`src/rtl/multi_digit_entry.sv`:
```
// Keypad-style multi-digit entry register with a multiplexed 7-segment scanner.
// Optional macro MULTI_DIGIT_ENTRY_HEX_EN accepts and displays hex digits A..F.
module multi_digit_entry #(
    parameter int NUM_DIGITS  = 4,
    parameter int REFRESH_DIV = 50000
) (
    input  logic                    clk,
    input  logic                    reset,
    input  logic                    load,
    input  logic                    clear,
    input  logic [3:0]              dataIn,
    output logic [4*NUM_DIGITS-1:0] value,
    output logic [3:0]              count,
    output logic [NUM_DIGITS-1:0]   anodes,
    output logic [7:0]              cathodes
);

    localparam int SCAN_W = $clog2(NUM_DIGITS);
    localparam int REF_W  = $clog2(REFRESH_DIV);

    localparam logic [REF_W-1:0]  REF_LAST   = REF_W'(REFRESH_DIV - 1);
    localparam logic [SCAN_W-1:0] SCAN_LAST  = SCAN_W'(NUM_DIGITS - 1);
    localparam logic [3:0]        COUNT_FULL = 4'(NUM_DIGITS);

    typedef logic [3:0] digit_t;

    digit_t                  digits [NUM_DIGITS];
    logic                    load_q;
    logic                    digit_legal;
    logic                    accept;
    logic [REF_W-1:0]        ref_cnt;
    logic [SCAN_W-1:0]       scan_idx;
    digit_t                  shown;
    logic                    blank;
    logic [NUM_DIGITS-1:0]   anodes_d;
    logic [7:0]              cathodes_d;

    // Active-low segment patterns, dp off; codes outside the legal set stay dark.
    function automatic logic [7:0] glyph(input digit_t d);
        case (d)
            4'd0:    glyph = 8'hC0;
            4'd1:    glyph = 8'hF9;
            4'd2:    glyph = 8'hA4;
            4'd3:    glyph = 8'hB0;
            4'd4:    glyph = 8'h99;
            4'd5:    glyph = 8'h92;
            4'd6:    glyph = 8'h82;
            4'd7:    glyph = 8'hF8;
            4'd8:    glyph = 8'h80;
            4'd9:    glyph = 8'h90;
`ifdef MULTI_DIGIT_ENTRY_HEX_EN
            4'd10:   glyph = 8'h88;
            4'd11:   glyph = 8'h83;
            4'd12:   glyph = 8'hC6;
            4'd13:   glyph = 8'hA1;
            4'd14:   glyph = 8'h86;
            4'd15:   glyph = 8'h8E;
`endif
            default: glyph = 8'hFF;
        endcase
    endfunction

`ifdef MULTI_DIGIT_ENTRY_HEX_EN
    assign digit_legal = 1'b1;
`else
    assign digit_legal = (dataIn <= 4'd9);
`endif

    // A held load key enters one digit: only the rising edge is accepted.
    assign accept = load & ~load_q & digit_legal;

    // NOTE: sequential state uses non-blocking assignments so every register
    // samples the pre-edge values, which the digit shift below relies on.
    always_ff @(posedge clk or negedge reset) begin
        if (!reset) begin
            load_q <= 1'b0;
            count  <= 4'd0;
            // NOTE: the digit store is a handful of flops, not a RAM, so it is
            // safe (and required) to clear it on reset.
            for (int k = 0; k < NUM_DIGITS; k++) digits[k] <= '0;
        end else begin
            load_q <= load;
            if (clear) begin
                count <= 4'd0;
                for (int k = 0; k < NUM_DIGITS; k++) digits[k] <= '0;
            end else if (accept) begin
                digits[0] <= dataIn;
                for (int k = 1; k < NUM_DIGITS; k++) digits[k] <= digits[k-1];
                if (count != COUNT_FULL) count <= count + 4'd1;
            end
        end
    end

    always_ff @(posedge clk or negedge reset) begin
        if (!reset) begin
            ref_cnt  <= '0;
            scan_idx <= '0;
        end else if (ref_cnt == REF_LAST) begin
            ref_cnt  <= '0;
            scan_idx <= (scan_idx == SCAN_LAST) ? '0 : scan_idx + SCAN_W'(1);
        end else begin
            ref_cnt <= ref_cnt + REF_W'(1);
        end
    end

    always_comb begin
        value = '0;
        for (int k = 0; k < NUM_DIGITS; k++) value[4*k +: 4] = digits[k];
    end

    // Leading unentered digits are blanked; digit 0 always shows something.
    always_comb begin
        // NOTE: defaults first so every path assigns every output: no latches.
        anodes_d   = '1;
        cathodes_d = 8'hFF;
        shown      = digits[scan_idx];
        blank      = (scan_idx != '0) && (4'(scan_idx) >= count);
        if (!blank) begin
            for (int i = 0; i < NUM_DIGITS; i++)
                anodes_d[i] = (scan_idx != SCAN_W'(i));
            cathodes_d = glyph(shown);
            if (scan_idx == '0 && count == COUNT_FULL) cathodes_d[7] = 1'b0;
        end
    end

    always_ff @(posedge clk or negedge reset) begin
        if (!reset) begin
            anodes   <= '1;
            cathodes <= 8'hFF;
        end else begin
            anodes   <= anodes_d;
            cathodes <= cathodes_d;
        end
    end

endmodule

```
`config.mk`:
```
export PLATFORM = sky130hd
export DESIGN_NAME = multi_digit_entry
export DESIGN_NICKNAME = d
export VERILOG_FILES = /design/src/rtl/multi_digit_entry.sv
export SDC_FILE = /design/constraint.sdc
export NUM_CORES = 1
export LEC_CHECK = 0
export BUFFER_PORTS_ARGS = -buffer_cell sky130_fd_sc_hd__buf_4
export CORE_ASPECT_RATIO = 0.8
export CORE_UTILIZATION = 57
export CTS_BUF_LIST = sky130_fd_sc_hd__clkbuf_8 sky130_fd_sc_hd__clkbuf_16
export DETAILED_ROUTE_END_ITERATION = 12
export PLACE_DENSITY = 0.87
export SYNTH_ARGS = -nofsm -noshare
export SYNTH_HDL_FRONTEND = slang
export SYNTH_SLANG_ARGS = --single-unit
```
`constraint.sdc`:
```
create_clock -name clk -period 4 [get_ports clk]
set_input_delay 0 -clock clk [delete_from_list [all_inputs] [get_ports clk]]
set_output_delay 0 -clock clk [all_outputs]
set_load 0.1 [all_outputs]
```
# == Word-level counts from Yosys, hierarchy flattened ==
# Memories as Yosys holds them, arrays and structs flattened.
# Index checks and enable logic that the tools add are counted.
# totals
elab_cells,48
mem_count,1
romBits,112
regBits,51
# mem_list
memory,words,width,read_ports,rd_clocked_by_memory_dff,wr,line,source
(name not given),16,7,1,0,0,40,case (d)
# classes
n_bitwise,4
addsub,3
eq_ne,7
reduce_logical,7
n_mux,13
magnitude_cmp,3
# op_table
cell,count
16-bit two-way mux,3
4-bit two-way mux,6
"16-bit by 1-bit adder with 16-bit output, second input constant",1
"16-bit == test, second input constant",1
4-bit binary-select mux with 2-bit select,1
8-bit two-way mux,1
2-bit nonzero test,3
"4-bit by 1-bit adder with 4-bit output, second input constant",1
"4-bit by 3-bit == test with 1-bit output, second input constant",1
2-bit by 4-bit >= comparator with 1-bit output,1
"4-bit <= comparator, second input constant",1
"2-bit inequality test, second input constant",2
"4-bit by 3-bit inequality test with 1-bit output, second input constant",1
"3-bit >= comparator, second input constant",1
2-bit NOT with 3-bit output,1
"2-bit by 1-bit adder with 2-bit output, second input constant",1
1-bit AND,2
"2-bit == test, second input constant",1
1-bit logical AND,2
2-bit logical NOT,1
2-bit two-way mux,1
"2-bit by 1-bit inequality test with 1-bit output, second input constant",1
2-bit AND reduction,1
1-bit two-way mux,1
1-bit NOT,1

# == Depth between registers and ports, before layout ==
# An unclocked memory read counts as a cell.
# depth
ltp_word,6
mapped_depth,8
ltp_nobuf,7

# == Worst setup path after synthesis ==
# No wires, ideal clock.
# synth_timing
kind,register to register
start,reg count[0]
end,reg count[3]
arrival_ps,2102
path_stages_with_launch,7
synth_period_minus_slack_ps,2180
path_buffers,0
slack_ps,1820
required_ps,3922
setup_ps,78
path_cell_list,dfrtp_1 -> inv_1 -> ha_1 -> nand3b_1 -> nand3_1 -> or3_1 -> a21oi_1
# synth_via
elab_chain_len,4
word_cells_on_any_way,7
classes_between,add/sub (1); eq/ne (1); mux (3); reduce/logical (2)
# synth_lines
item,line,source
"start, declared",13,"output logic [3:0] count,"
"start signal, assigned",89,if (count != COUNT_FULL) count <= count + 4'd1;
4-bit by 1-bit adder with 4-bit output,89,
4-bit two-way mux,89,
4-bit two-way mux,86,end else if (accept) begin
4-bit two-way mux,83,if (clear) begin
# Parallel ways exist; a longest one is shown, timed or not. The select of a mux whose other input is x is not followed.
# A chain may end at the register's enable or synchronous reset.

# == Worst setup path after layout ==
# layout_timing
start,reg ref_cnt[7]
end,reg scan_idx[0]
# layout_via
elab_chain_len,1
# layout_lines
item,line,source
"start, declared",31,logic [REF_W-1:0] ref_cnt;
"start signal, assigned",102,ref_cnt <= ref_cnt + REF_W'(1);
16-bit == test,98,end else if (ref_cnt == REF_LAST) begin
"end signal, assigned",100,scan_idx <= (scan_idx == SCAN_LAST) ? '0 : scan_idx + SCAN_W'(1);
"end, declared",32,logic [SCAN_W-1:0] scan_idx;
# Every way passes these cells.

==> impl_metrics.yaml <==
status:
  status: "finished, final reports clean"
worst_setup_path:
  worstPathMaxFanout: 8
  cp.required_ns: 4.18
  cpMaxStageDelayCell: "or4_1"
  crit_chain: "or4_1 -> nor3_1 -> buf_4 -> mux2_2"
  critPathArrivalTime_ns: 2.30
  setup.worst_path.class: "flop to flop"
  max_stage_delay_ns: 0.55
  end_kind: "flop"
  critPathLaunchType: "flop"
synth:
  synth_area_leaders: "dfrtp_1 (40%), dfstp_2 (13%), ha_1 (7.1%)"
  synth_ff_type: "dfrtp_1"
  synth_cell_types: 35
  ys_seq_area_share_pct: 52.5
  synth_area_per_cell_um2: 10.6
  synth.net_count: 254
  yosys.area.top_type: "dfrtp_1"
  yosys_register_bits: 51
  yosysWarnings: 0
  async_flop_share_pct: 100
  synth_top_area_share_pct: 39.7
  synth-edff-count: 0
  synthesis.area_mm2: 0.00246
  netlist_instances: 232
power:
  pwr-share-comb_pct: 13.0
  peakVddDrop_v: 0.000253
  p_sw_mw: 0.268
  swShare_pct: 26.7
  power.density_mw_per_mm2: 338
  p_leak_nw: 1.37
  p_seq_share_pct: 53.1
  internal_power_mw: 0.736
  pwr-share-clk_pct: 33.9
clocking:
  cts_buffers: 5
  cts_root_buf: "clkbuf_8"
  clock-sinks: 51
  post_cts_resized: 0
  clkSlewWorstSetupHoldPaths_ns: 0.09
  htree_levels: 2
  tritoncts: "yes"
  clkLatencyLatePin_ns: 0.30
  clockBufferDepth: 2
  cts_setup_buffers: 0
  hold_buffers: 6
min_path:
  hold_class: "input pin to flop"
routing:
  drc_errors: 0
  wl_mm: 5.17
  ant_nets: 0
  via_count: 1872
  drt-pass1-iter-count: 4
  viasPerCell: 5.62
  wl_per_cell_um: 15.5
  drt_iter0_markers: 187
placement:
  dpl_cell_area_mm2: 0.00280
  dp.cells: 319
  routabilityCongestion: 0.871
  io_buffer_count: 39
  place_hpwl_mm: 3.44
timing:
  period_minus_slack_ns: 2.13
  tightest_slew_ns: 0.619
  final_hold_viol_count: 0
  finalCritPeriodShare_pct: 53.1
  setup_tns_ns: 0
  finalSetupViolCount: 0
  drv_slew: 0
  relSlewSlack_pct: 58.7
  rsz0062_at_grt: "false"
  clock.fmax_mhz: 471
  fin_skew_ns: 0.00801
final_layout:
  fin_util_pct: 75.2
  fillers: 288
  insertedDiodeCount: 0
  drive_above_1_share_pct: 27.0
  final_cells: 333
  layout.nets: 299
  syn_to_final_growth_pct: 20.9
  stdcell_area_mm2: 0.00297
global_route:
  overflow: 0
  grt_usage_pct: 25.9
  grt_max_degree: 52
  grt_pass1_wl_mm: 8.54
  grt_pass1_vias: 1769
  antenna_found_initial: 0
floorplanning:
  fp.dieArea_mm2: 0.00458
  design.core.area_mm2: 0.00395
  ios: 40
  die_w_um: 75.4
  initial_core_util_pct: 62.2
  rows: 20
  die_y_um: 60.7
job:
  drv_cap: 0
==> power groups by stage <==
stage	clock (mW)	sequential (mW)	combinational (mW)
finish	0.341	0.533	0.130
CTS	0.343	0.533	0.131
global placement	0	0.542	0.124
detailed placement	0	0.543	0.126
global route	0.368	0.535	0.139
floorplan	0	0.603	0.0293
==> worst max-delay path, delay by kind of cell (launching register included) <==
family	cells	cell delay, ns
buffers and inverters	1	0.25
flip-flops	1	0.45
multiplexers	1	0.34
AND/OR/NAND/NOR	2	0.96
==> cell families after synthesis <==
| logic type | Yosys count | share of synthesized area, % |
|---|---|---|
| fa+ha+maj | 14 | 7.12 |
| compound gates | 30 | 6.77 |
| flops | 51 | 52.5 |
| buf+inv | 22 | 3.56 |
| xor+xnor | 15 | 5.34 |
| simple gates | 88 | 17.6 |
| mux | 12 | 7.07 |
==> cell usage after synthesis, types with 3 or more instances <==
master	instances
dfrtp_1	39
nand2_1	24
nand3_1	20
nor2_1	19
a21oi_1	17
ha_1	14
dfstp_2	12
inv_1	12
o21ai_0	8
xor2_1	8
xnor2_1	7
clkbuf_1	6
mux2i_1	5
nand4_1	5
buf_2	4
mux4_2	4
mux2_2	3
==> flip-flops by register name, indices dropped and copies added (netlist names) <==
signal    cells
ref_cnt      16
value        16
cathodes      8
anodes        4
count         4
scan_idx      2
load_q        1
==> placed cells by master (no fill, tap or decap) <==
cell            n
buf_4          42
dfrtp_1        39
nand2_1        24
nand3_1        20
nor2_1         19
a21oi_1        17
ha_1           14
inv_1          12
dfstp_2        12
xor2_1          8
o21ai_0         8
xnor2_1         7
clkbuf_8        6
dlygate4sd3_1   6
nand4_1         5
mux2i_1         5
mux4_2          4
mux2_2          3
nor4_1          2
or4_1           2
nor3_1          2
and4_1          2
or3_1           2
nor2b_1         2
nand2b_1        2
nand2_2         1
and3_2          1
nand4b_1        1
o41a_2          1
nand3b_1        1
or2_2           1
o31ai_1         1
or4_4           1
a21oi_2         1
o21ai_1         1
a211oi_1        1
clkbuf_16       1
clkinv_2        1
==> area by class of cell <==
class                   instances  area [um2]  area share (%)
flip-flops and latches         51        1290            43.4
multi-input cells             159        1080            36.3
repair buffers                 48         375            12.6
clock buffers                   7         108            3.62
well taps                      55        68.8            2.31
inverters                      12        45.0            1.52
clock inverters                 1        5.00           0.168
==> routing by layer <==
layer,vias up,part of all wire [%],global-route usage [%]
met4,0,1.6,8.47
met5,-,0,0
li1,884,-,-
met1,903,46,37.1
met3,11,5.6,4.98
met2,74,47,40.3
==> final timing paths <==
kind / from / to / slack [ns] / depth (start not counted)
setup / recovery: ref_cnt[7]$_DFF_PN0_ / scan_idx[0]$_DFFE_PN0N_ / 1.87 / 4
hold / removal: clear / value[12]$_DFFE_PN0P_ / 0.02 / 2
setup reg to reg: ref_cnt[7]$_DFF_PN0_ / scan_idx[0]$_DFFE_PN0N_ / 1.87 / 4
hold reg to reg: ref_cnt[0]$_DFF_PN0_ / ref_cnt[0]$_DFF_PN0_ / 0.50 / 1
max in group asynchronous: reset / ref_cnt[12]$_DFF_PN0_ / 3.33 / 2
min in group asynchronous: reset / value[9]$_DFFE_PN0P_ / 0.24 / 2
==> per-stage QoR <==
step,hold WS [ns],power [mW],setup slack (ns)
global route,0.0175,1.04,1.73
floorplan,-0.296,0.632,1.82
CTS,0.0172,1.01,1.89
global placement,0.0517,0.666,2.01
finish,0.0169,1.00,1.87
detailed placement,0.0514,0.668,1.88
Power figures use the tool's default switching activity.
